--- src/rtl/imem_loader_pkg.sv ---
// Shared types and frame constants for the instruction-memory loader.
package imem_loader_pkg;

    localparam int LEN_W          = 16;
    localparam int CSUM_W         = 8;
    localparam int BYTES_PER_WORD = 4;

    typedef enum logic [2:0] {
        IDLE,
        LEN0,
        LEN1,
        DATA,
        CSUM,
        DONE,
        ERR
    } state_e;

endpackage

--- src/rtl/word_packer.sv ---
// Collects little-endian payload bytes into words; pulses word_valid the cycle after the last lane.
module word_packer
    import imem_loader_pkg::*;
(
    input  logic                          clk,
    input  logic                          rst_n,
    input  logic                          clr,
    input  logic                          byte_vld,
    input  logic [7:0]                    byte_data,
    output logic                          last_lane,
    output logic                          word_valid,
    output logic [8*BYTES_PER_WORD-1:0]   word
);

    localparam int IDX_W = $clog2(BYTES_PER_WORD);

    logic [IDX_W-1:0]                byte_idx;
    logic [BYTES_PER_WORD-1:0][7:0]  lanes;

    assign last_lane = (byte_idx == IDX_W'(BYTES_PER_WORD - 1));

    // word is left untouched by clr so the write data bus keeps its last value between loads
    always_ff @(posedge clk or negedge rst_n) begin
        if (!rst_n) begin
            byte_idx   <= '0;
            lanes      <= '0;
            word_valid <= 1'b0;
            word       <= '0;
        end else begin
            word_valid <= 1'b0;
            if (clr) begin
                byte_idx <= '0;
                lanes    <= '0;
            end else if (byte_vld) begin
                lanes[byte_idx] <= byte_data;
                if (last_lane) begin
                    byte_idx   <= '0;
                    word_valid <= 1'b1;
                    word       <= {byte_data, lanes[BYTES_PER_WORD-2:0]};
                end else begin
                    byte_idx <= byte_idx + 1'b1;
                end
            end
        end
    end

endmodule

--- src/rtl/imem_loader.sv ---
// Streams a length-prefixed, checksummed program image into IMEM and holds the core in
// reset until a complete image has been verified.
module imem_loader
    import imem_loader_pkg::*;
#(
    parameter int          ADDR_W    = 10,
    parameter logic [31:0] BASE_ADDR = 32'h0
) (
    input  logic              clk,
    input  logic              rst_n,
    input  logic              start,
    input  logic              s_valid,
    input  logic [7:0]        s_data,
    output logic              s_ready,
    output logic              imem_we,
    output logic [31:0]       imem_addr,
    output logic [31:0]       imem_wdata,
    output logic              core_rst_n,
    output logic              busy,
    output logic              done,
    output logic              err,
    output logic [LEN_W-1:0]  word_cnt
);

    localparam logic [LEN_W:0] DEPTH = (LEN_W+1)'(1) << ADDR_W;

    state_e              state, state_nxt;
    logic                accept;
    logic                start_load;
    logic [7:0]          len_lo;
    logic [LEN_W-1:0]    n_len;
    logic [LEN_W-1:0]    n_rx;
    logic [CSUM_W-1:0]   sum;
    logic                last_word;
    logic                pk_vld;
    logic                pk_last;

    assign s_ready    = busy;
    assign accept     = s_valid && s_ready;
    assign start_load = start && (state == IDLE || state == DONE || state == ERR);
    assign n_rx       = {s_data, len_lo};
    assign pk_vld     = accept && (state == DATA);
    // word_cnt has not yet counted the word whose last byte is arriving now
    assign last_word  = ({1'b0, word_cnt} + 1'b1) == {1'b0, n_len};

    always_ff @(posedge clk or negedge rst_n) begin
        if (!rst_n) state <= IDLE;
        else        state <= state_nxt;
    end

    always_comb begin
        state_nxt = state;
        unique case (state)
            IDLE, DONE, ERR: if (start) state_nxt = LEN0;
            LEN0: if (accept) state_nxt = LEN1;
            LEN1: begin
                if (accept) begin
                    if ({1'b0, n_rx} > DEPTH) state_nxt = ERR;
                    else if (n_rx == '0)      state_nxt = CSUM;
                    else                      state_nxt = DATA;
                end
            end
            DATA: if (accept && pk_last && last_word) state_nxt = CSUM;
            CSUM: if (accept) state_nxt = (s_data == sum) ? DONE : ERR;
            default: state_nxt = IDLE;
        endcase
    end

    // Status outputs are registered from the next state so core_rst_n never glitches
    always_ff @(posedge clk or negedge rst_n) begin
        if (!rst_n) begin
            busy       <= 1'b0;
            done       <= 1'b0;
            err        <= 1'b0;
            core_rst_n <= 1'b0;
            word_cnt   <= '0;
            sum        <= '0;
            len_lo     <= '0;
            n_len      <= '0;
            imem_addr  <= '0;
        end else begin
            busy       <= state_nxt inside {LEN0, LEN1, DATA, CSUM};
            done       <= (state_nxt == DONE);
            err        <= (state_nxt == ERR);
            core_rst_n <= (state_nxt == DONE);
            if (start_load) begin
                word_cnt <= '0;
                sum      <= '0;
            end else begin
                if (imem_we) word_cnt <= word_cnt + 1'b1;
                if (pk_vld)  sum      <= sum + s_data;
            end
            if (accept && state == LEN0) len_lo <= s_data;
            if (accept && state == LEN1) n_len  <= n_rx;
            if (pk_vld && pk_last)       imem_addr <= BASE_ADDR + (32'(word_cnt) << 2);
        end
    end

    word_packer u_packer (
        .clk        (clk),
        .rst_n      (rst_n),
        .clr        (start_load),
        .byte_vld   (pk_vld),
        .byte_data  (s_data),
        .last_lane  (pk_last),
        .word_valid (imem_we),
        .word       (imem_wdata)
    );

endmodule

--- config.mk ---
export PLATFORM = sky130hd
export DESIGN_NAME = imem_loader
export DESIGN_NICKNAME = d
export VERILOG_FILES = /design/src/rtl/imem_loader_pkg.sv /design/src/rtl/word_packer.sv /design/src/rtl/imem_loader.sv
export SDC_FILE = /design/constraint.sdc
export NUM_CORES = 1
export LEC_CHECK = 0
export BUFFER_PORTS_ARGS = -buffer_cell sky130_fd_sc_hd__buf_4
export CAP_MARGIN = 20
export CORE_ASPECT_RATIO = 0.5
export CORE_MARGIN = 1.5
export CORE_UTILIZATION = 44
export DETAILED_ROUTE_END_ITERATION = 7
export GPL_TIMING_DRIVEN = 0
export SLEW_MARGIN = 20
export SYNTH_ARGS = -nofsm -noshare
export SYNTH_HDL_FRONTEND = slang
export SYNTH_SLANG_ARGS = --single-unit
--- constraint.sdc ---
create_clock -name clk -period 3.6 [get_ports clk]
set_clock_uncertainty 0.2 [all_clocks]
set_input_delay 0.18 -clock clk [delete_from_list [all_inputs] [get_ports clk]]
set_output_delay 0.18 -clock clk [all_outputs]
set_load 0.005 [all_outputs]
==> impl_metrics.toml, run 1 <==
[layout]
antenna_cells = 0
layout_common_cells = "129 x dfrtp_1, 101 x buf_4, 90 x nand2_1, 57 x mux2_2, 38 x nand3_1"
drive_gt1_share_pct = 28.8
area_delta_synth_final_pct = 25.0
nNetsFinal = 772
final_common_cell = "dfrtp_1"
n_fill_cell = 1285

[placed_design]
place_hpwl_microns = 10400
numPortBuffers = 81
gp_congestion = 0.869
dp_slack_ns = 0.768

[setup_path]
reg2regPathDepth = 8
cp_cell_sequence = "ha_1, nand4_1, nor4_1, xnor2_1, nand4_1, nor4_2, a31oi_1, nor3_2"
start_kind = "flop"
critPathRequiredTime_ns = 3.74
timing.rr.end = "err"
worst_r2r_startpoint = "word_cnt[1]"
path_common_cell = "nand4_1"
critPathMaxStageDelay_ns = 0.50
regToRegSetupSlack_ns = 0.79
worstPathArrival_ns = 2.95
path_class = "flop to flop"
worstPathMaxFanout = 7
slowest_stage = "dfrtp_1"
cp-end-kind = "flop"

[clock_network]
clockRootBuffer = "clkbuf_16"
clk_pin_slew_worst_paths_ns = 0.06
clockBufferDepth = 2
cts_tree = "built"
htree_num_levels = 4
post_cts_buffers = 0
hold_buffers = 8
cts_buffers = 17
cts-resized-gates = 0
clk_latency_ns = 0.42
cts_sinks = 129

[worst_hold_path]
hold_class = "primary input to asynchronous set/reset pin"

[power_and_ir_drop]
irDropWorstVdd_mv = 0.343
p_switching_w = 0.00242
powerDensity_nw_per_um2 = 842
p_leak_nw = 3.75
clkPwrFrac_pct = 25.5
internal_power_w = 0.00442
pwr-share-seq_pct = 35.7
power_frac_comb_pct = 38.8
swShare_pct = 35.4

[route]
drt_iter0_markers = 365
drt.antenna.violating_nets = 0
wl_microns = 15300
route.detailed.drc = 0
viasPerCell = 5.16
wl_per_cell_microns = 16.0
num_vias = 4943
dr.pass1.iters = 4

[synth]
synthTopCellsByArea = "dfrtp_1 50%, mux2_2 9.9%, nand2_1 5.2%, nand3_1 2.9%, xnor2_1 2.8%"
synth_seq_cells = 129
ys.flop_type = "dfrtp_1"
synth_top_area_share_pct = 49.7
avgSynthCellArea_sq_um = 10.4
synth_cell_types = 59
yosysSeqAreaShare_pct = 49.7
syn_area_sq_um = 6500
syn-instance-count = 623
synth_area_leader_cell = "dfrtp_1"
yosys_warnings = 0
synth-edff-count = 0
async_flop_share_pct = 100

[job]
drv_cap = 0

[sta]
drv_slew = 0
setup_ws_ns = 0.792
fmax_ghz = 0.356
rsz0062_at_grt = "false"
setup_viol = 0
min_period_ns = 2.81
hold_ws_ns = 0.0119
fin_tns_setup_ns = 0
finalHoldViolations = 0
tightest_slew_ns = 0.896
slew_headroom_pct = 39.8
finalCritPeriodShare_pct = 78.0

[floorplanning]
initial_utilization_pct = 45.0
coreArea_sq_um = 14400
rows = 31
dieArea_sq_um = 15500
pin_count = 98
die_w_microns = 175
die_y_microns = 88.9

[grt]
use_met2_pct = 31.5
grtUsageMet3_pct = 4.21
global_route.usage.met1_pct = 29.8
first_global_vias = 4524
grt_max_degree = 97
busiest_layer = "met2"
antenna_found_initial = 0
grt_overflow = 0
grt_pass1_wl_microns = 24400
track_usage_pct = 20.6

[run_status]
status = "finished clean"
-- worst max-delay path by stage --
stage          slack (ns)  endpoint        start  cells after the start
5_1_grt              0.54       err  word_cnt[1]                      8
4_1_cts              0.74       err  word_cnt[1]                      8
2_1_floorplan        1.28      busy       sum[4]                      8
6_report             0.79       err  word_cnt[1]                      8
3_5_place_dp         0.77       err  word_cnt[1]                      8
3_3_place_gp         0.78       err  word_cnt[1]                      8
-- kinds of logic (layout without fill, tap and decap cells) --
| group | Yosys count | after routing | share of synthesized area, % |
|---|---|---|---|
| and+or+nand+nor | 216 | 216 | 16.9 |
| DFF | 129 | 129 | 49.7 |
| AOI/OAI and AO/OA | 92 | 92 | 9.26 |
| buffers and inverters | 72 | 194 | 5.80 |
| muxes | 59 | 59 | 10.2 |
| xor gates and xnor gates | 41 | 41 | 5.53 |
| adders and majority gates | 13 | 13 | 2.62 |
| other | 1 | 16 | 0.0577 |
-- metal layers --
layer  vias up  part of all wire, %  wire length [microns]
li1       2396                    -                      -
met1      2404                   51                   7740
met3        17                  4.3                    656
met5         -                    0                      0
met4         0                 0.90                    138
met2       126                   44                   6770
-- critical path: cells and delay by family, from the launching register on --
| kind | cells | cell delay [ns] |
|---|---|---|
| AO/OA/AOI/OAI | 1 | 0.19 |
| AND/OR/NAND/NOR | 5 | 1.31 |
| flip-flops | 1 | 0.50 |
| adder cells (fa/ha/maj) | 1 | 0.34 |
| XOR/XNOR | 1 | 0.19 |
-- power groups by stage --
stage / Clock [W] / Combinational, W / Sequential (W)
finish: 0.00174 / 0.00265 / 0.00244
global route: 0.00185 / 0.00295 / 0.00253
CTS: 0.00177 / 0.00267 / 0.00245
detailed placement: 0 / 0.00264 / 0.00247
global placement: 0 / 0.00258 / 0.00245
floorplan: 0 / 0.00170 / 0.00240
-- cells in the mapped netlist, drive strengths merged, types with 3 or more instances --
cell,count
clkbuf,21
buf,36
nor4,9
dfrtp,129
nor2,33
nand2,91
a211oi,3
o31ai,5
o21bai,3
nand4,10
o22ai,7
xnor2,21
inv,15
xor2,20
nand3,40
a21o,3
nor3,11
a21oi,36
a31oi,4
o21ai,14
nand2b,6
ha,12
mux2,57
-- flip-flops by register name, summed over array words and instances, names as in the netlist --
name                 flops
u_packer.word_valid      1
done                     1
state                    3
imem_addr               16
u_packer.byte_idx        2
word_cnt                16
n_len                   16
len_lo                   8
busy                     1
sum                      8
err                      1
u_packer.lanes          24
u_packer.word           32
-- metrics by stage --
stage / utilization, % / power (W) / std cells / area, sq um
after floorplan: - / 0.00410 / 638 / 6550
after detailed placement: 51.6 / 0.00511 / 918 / 7440
after CTS: 56.3 / 0.00689 / 958 / 8120
after global routing: 56.3 / 0.00732 / 958 / 8120
after global placement: 51.4 / 0.00504 / 917 / 7410
final: 56.3 / 0.00684 / 958 / 8120
-- final cells by class --
| type | instances | area (sq um) | area share [%] |
|---|---|---|---|
| Sequential cell | 129 | 3230 | 39.8 |
| Multi-Input combinational cell | 437 | 2950 | 36.3 |
| Timing Repair Buffer | 90 | 723 | 8.91 |
| Clock buffer | 18 | 439 | 5.41 |
| Buffer | 57 | 320 | 3.95 |
| Tap cell | 198 | 248 | 3.05 |
| Clock inverter | 14 | 155 | 1.91 |
| Inverter | 15 | 56.3 | 0.693 |
No activity file was read; power rests on OpenSTA's default activity.
==> inputs of run 2 (changes only) <==
==> constraint.sdc (replaced) <==
create_clock -name clk -period 2.9 [get_ports clk]
set_clock_uncertainty 0.2 [all_clocks]
set_input_delay 0.145 -clock clk [delete_from_list [all_inputs] [get_ports clk]]
set_output_delay 0.145 -clock clk [all_outputs]
set_load 0.005 [all_outputs]
==> impl_metrics.toml, run 2 (synthesis results as in run 1) <==
[grt]
grt_max_degree = 97
grt_pass1_wl_microns = 24500
track_usage_pct = 20.7
grt_overflow = 0
antenna_found_initial = 0
first_global_vias = 4540

[setup_path]
slowest_stage = "nor3_2"
cp_cell_sequence = "buf_2, nand2_1, nor3_2, nand2_1, clkbuf_1, mux2_2"
path_class = "flop to flop"
cp-end-kind = "flop"
start_kind = "flop"
critical_path_buf_inv_count = 2
critPathTopFamily = "simple AND/OR/NAND/NOR gates"
path_common_cell = "nand2_1"
worstPathArrival_ns = 2.80
worstPathMaxFanout = 10
critPathRequiredTime_ns = 3.00
regToRegSetupSlack_ns = 0.20
critPathMaxStageDelay_ns = 0.41

[sta]
rsz0062_at_grt = "false"
finalHoldViolations = 0
setup_ws_ns = 0.200
tightest_slew_ns = 0.894
slew_headroom_pct = 39.9
min_period_ns = 2.70
fin_tns_setup_ns = 0
setup_viol = 0
drv_slew = 0
fmax_ghz = 0.370
finalCritPeriodShare_pct = 93.1

[clock_network]
clk_pin_slew_worst_paths_ns = 0.06
post_cts_buffers = 0
cts_sinks = 129
clockBufferDepth = 2
cts_tree = "built"
cts_buffers = 17
htree_num_levels = 4
clockRootBuffer = "clkbuf_16"
clk_latency_ns = 0.42

[floorplanning]
initial_utilization_pct = 45.0
die_y_microns = 88.9
dieArea_sq_um = 15500
die_w_microns = 175
coreArea_sq_um = 14400
pin_count = 98
rows = 31

[layout]
nNetsFinal = 774
antenna_cells = 0
final_common_cell = "dfrtp_1"
top_regs = "u_packer.word (32), u_packer.lanes (24)"
stdcell_count = 960
top_register = "u_packer.word"
largest_reg_flops = 32
utilization_pct = 56.6
drive_gt1_share_pct = 29.5
layout_common_cells = "128 x dfrtp_1, 101 x buf_4, 90 x nand2_1, 57 x mux2_2, 38 x nand3_1"
area_delta_synth_final_pct = 25.6

[route]
route.detailed.drc = 0
wl_per_cell_microns = 16.0
drt.antenna.violating_nets = 0
dr.pass1.iters = 4
drt_iter0_markers = 436
num_vias = 4955
viasPerCell = 5.16
wl_microns = 15400

[run_status]
status = "finished clean"

[placed_design]
dp_slack_ns = 0.0679
gp_congestion = 0.869
place_hpwl_microns = 10400
numPortBuffers = 81
dpl.cell_count = 918

[power_and_ir_drop]
p_leak_nw = 3.77
powerDensity_nw_per_um2 = 1040
irDropWorstVdd_mv = 0.425
power_w = 0.00851

[job]
drv_cap = 0

[worst_hold_path]
hold_class = "primary input to flop"
==> run 2: cell count changes in the layout (fill, tap and decap cells not counted) <==
cell,delta
ha_2,+1
nor4_1,-1
dfrtp_2,+1
dfrtp_1,-1
nor4_2,+1
buf_12,+1
ha_1,-1
dlygate4sd3_1,+1
clkbuf_1,-2
clkbuf_2,+2
==> run 2: report_power, final <==
part / switching, W / total [W] / internal, W
Clock: 0.000861 / 0.00216 / 0.00130
Combinational: 0.00164 / 0.00331 / 0.00166
Sequential: 0.000507 / 0.00304 / 0.00253
==> run 2: stage by stage <==
| stage | area, sq um | hold slack (ns) |
|---|---|---|
| 3_5_place_dp | 7440 | -0.171 |
| 4_1_cts | 8150 | 0.0417 |
| 5_1_grt | 8160 | 0.0594 |
| 2_1_floorplan | 6550 | -0.351 |
| 6_report | 8160 | 0.0383 |
| 3_3_place_gp | 7410 | 0.266 |
==> run 2: worst paths after layout <==
| kind | startpoint | end | cells after the start |
|---|---|---|---|
| setup / recovery | state[0] | imem_addr[15] | 6 |
| hold / removal | s_data[2] | sum[2] | 4 |
| setup reg to reg | state[0] | imem_addr[15] | 6 |
| hold reg to reg | imem_addr[4] | imem_addr[4] | 2 |
| max in group asynchronous | rst_n | u_packer.lanes[15] | 3 |
| min in group asynchronous | rst_n | imem_addr[14] | 3 |
==> run 2: area by class of cell <==
type                       count  area, sq um
sequential                   129         3230
clock buffer                  18          439
fill                        1282         6270
tap                          198          248
timing repair buffer          92          753
multi-input combinational    437         2960
inverter                      15         56.3
buffer                        57          323
clock inverter                14          155
==> run 2: worst register-to-register path: cells and delay by family, from the launching register on <==
family	cells	cell delay, ns
multiplexers	1	0.37
flip-flops	1	0.39
buffers and inverters	2	0.64
AND/OR/NAND/NOR	3	0.99
==> run 2: per-layer routing <==
| layer | global-route usage, % | share of wire (%) | vias up |
|---|---|---|---|
| li1 | - | - | 2396 |
| met2 | 31.6 | 44 | 130 |
| met1 | 29.9 | 50 | 2413 |
| met4 | 6.37 | 0.80 | 0 |
| met3 | 4.21 | 4.6 | 16 |
| met5 | 0 | 0 | - |
==> run 2: repair_timing <==
| item | in CTS | in global routing |
|---|---|---|
| setup endpoints to repair | 0 | 21 |
| hold buffers | 10 | 0 |
| hold endpoints to repair | 173 | 0 |
| gates resized for setup | 0 | 7 |
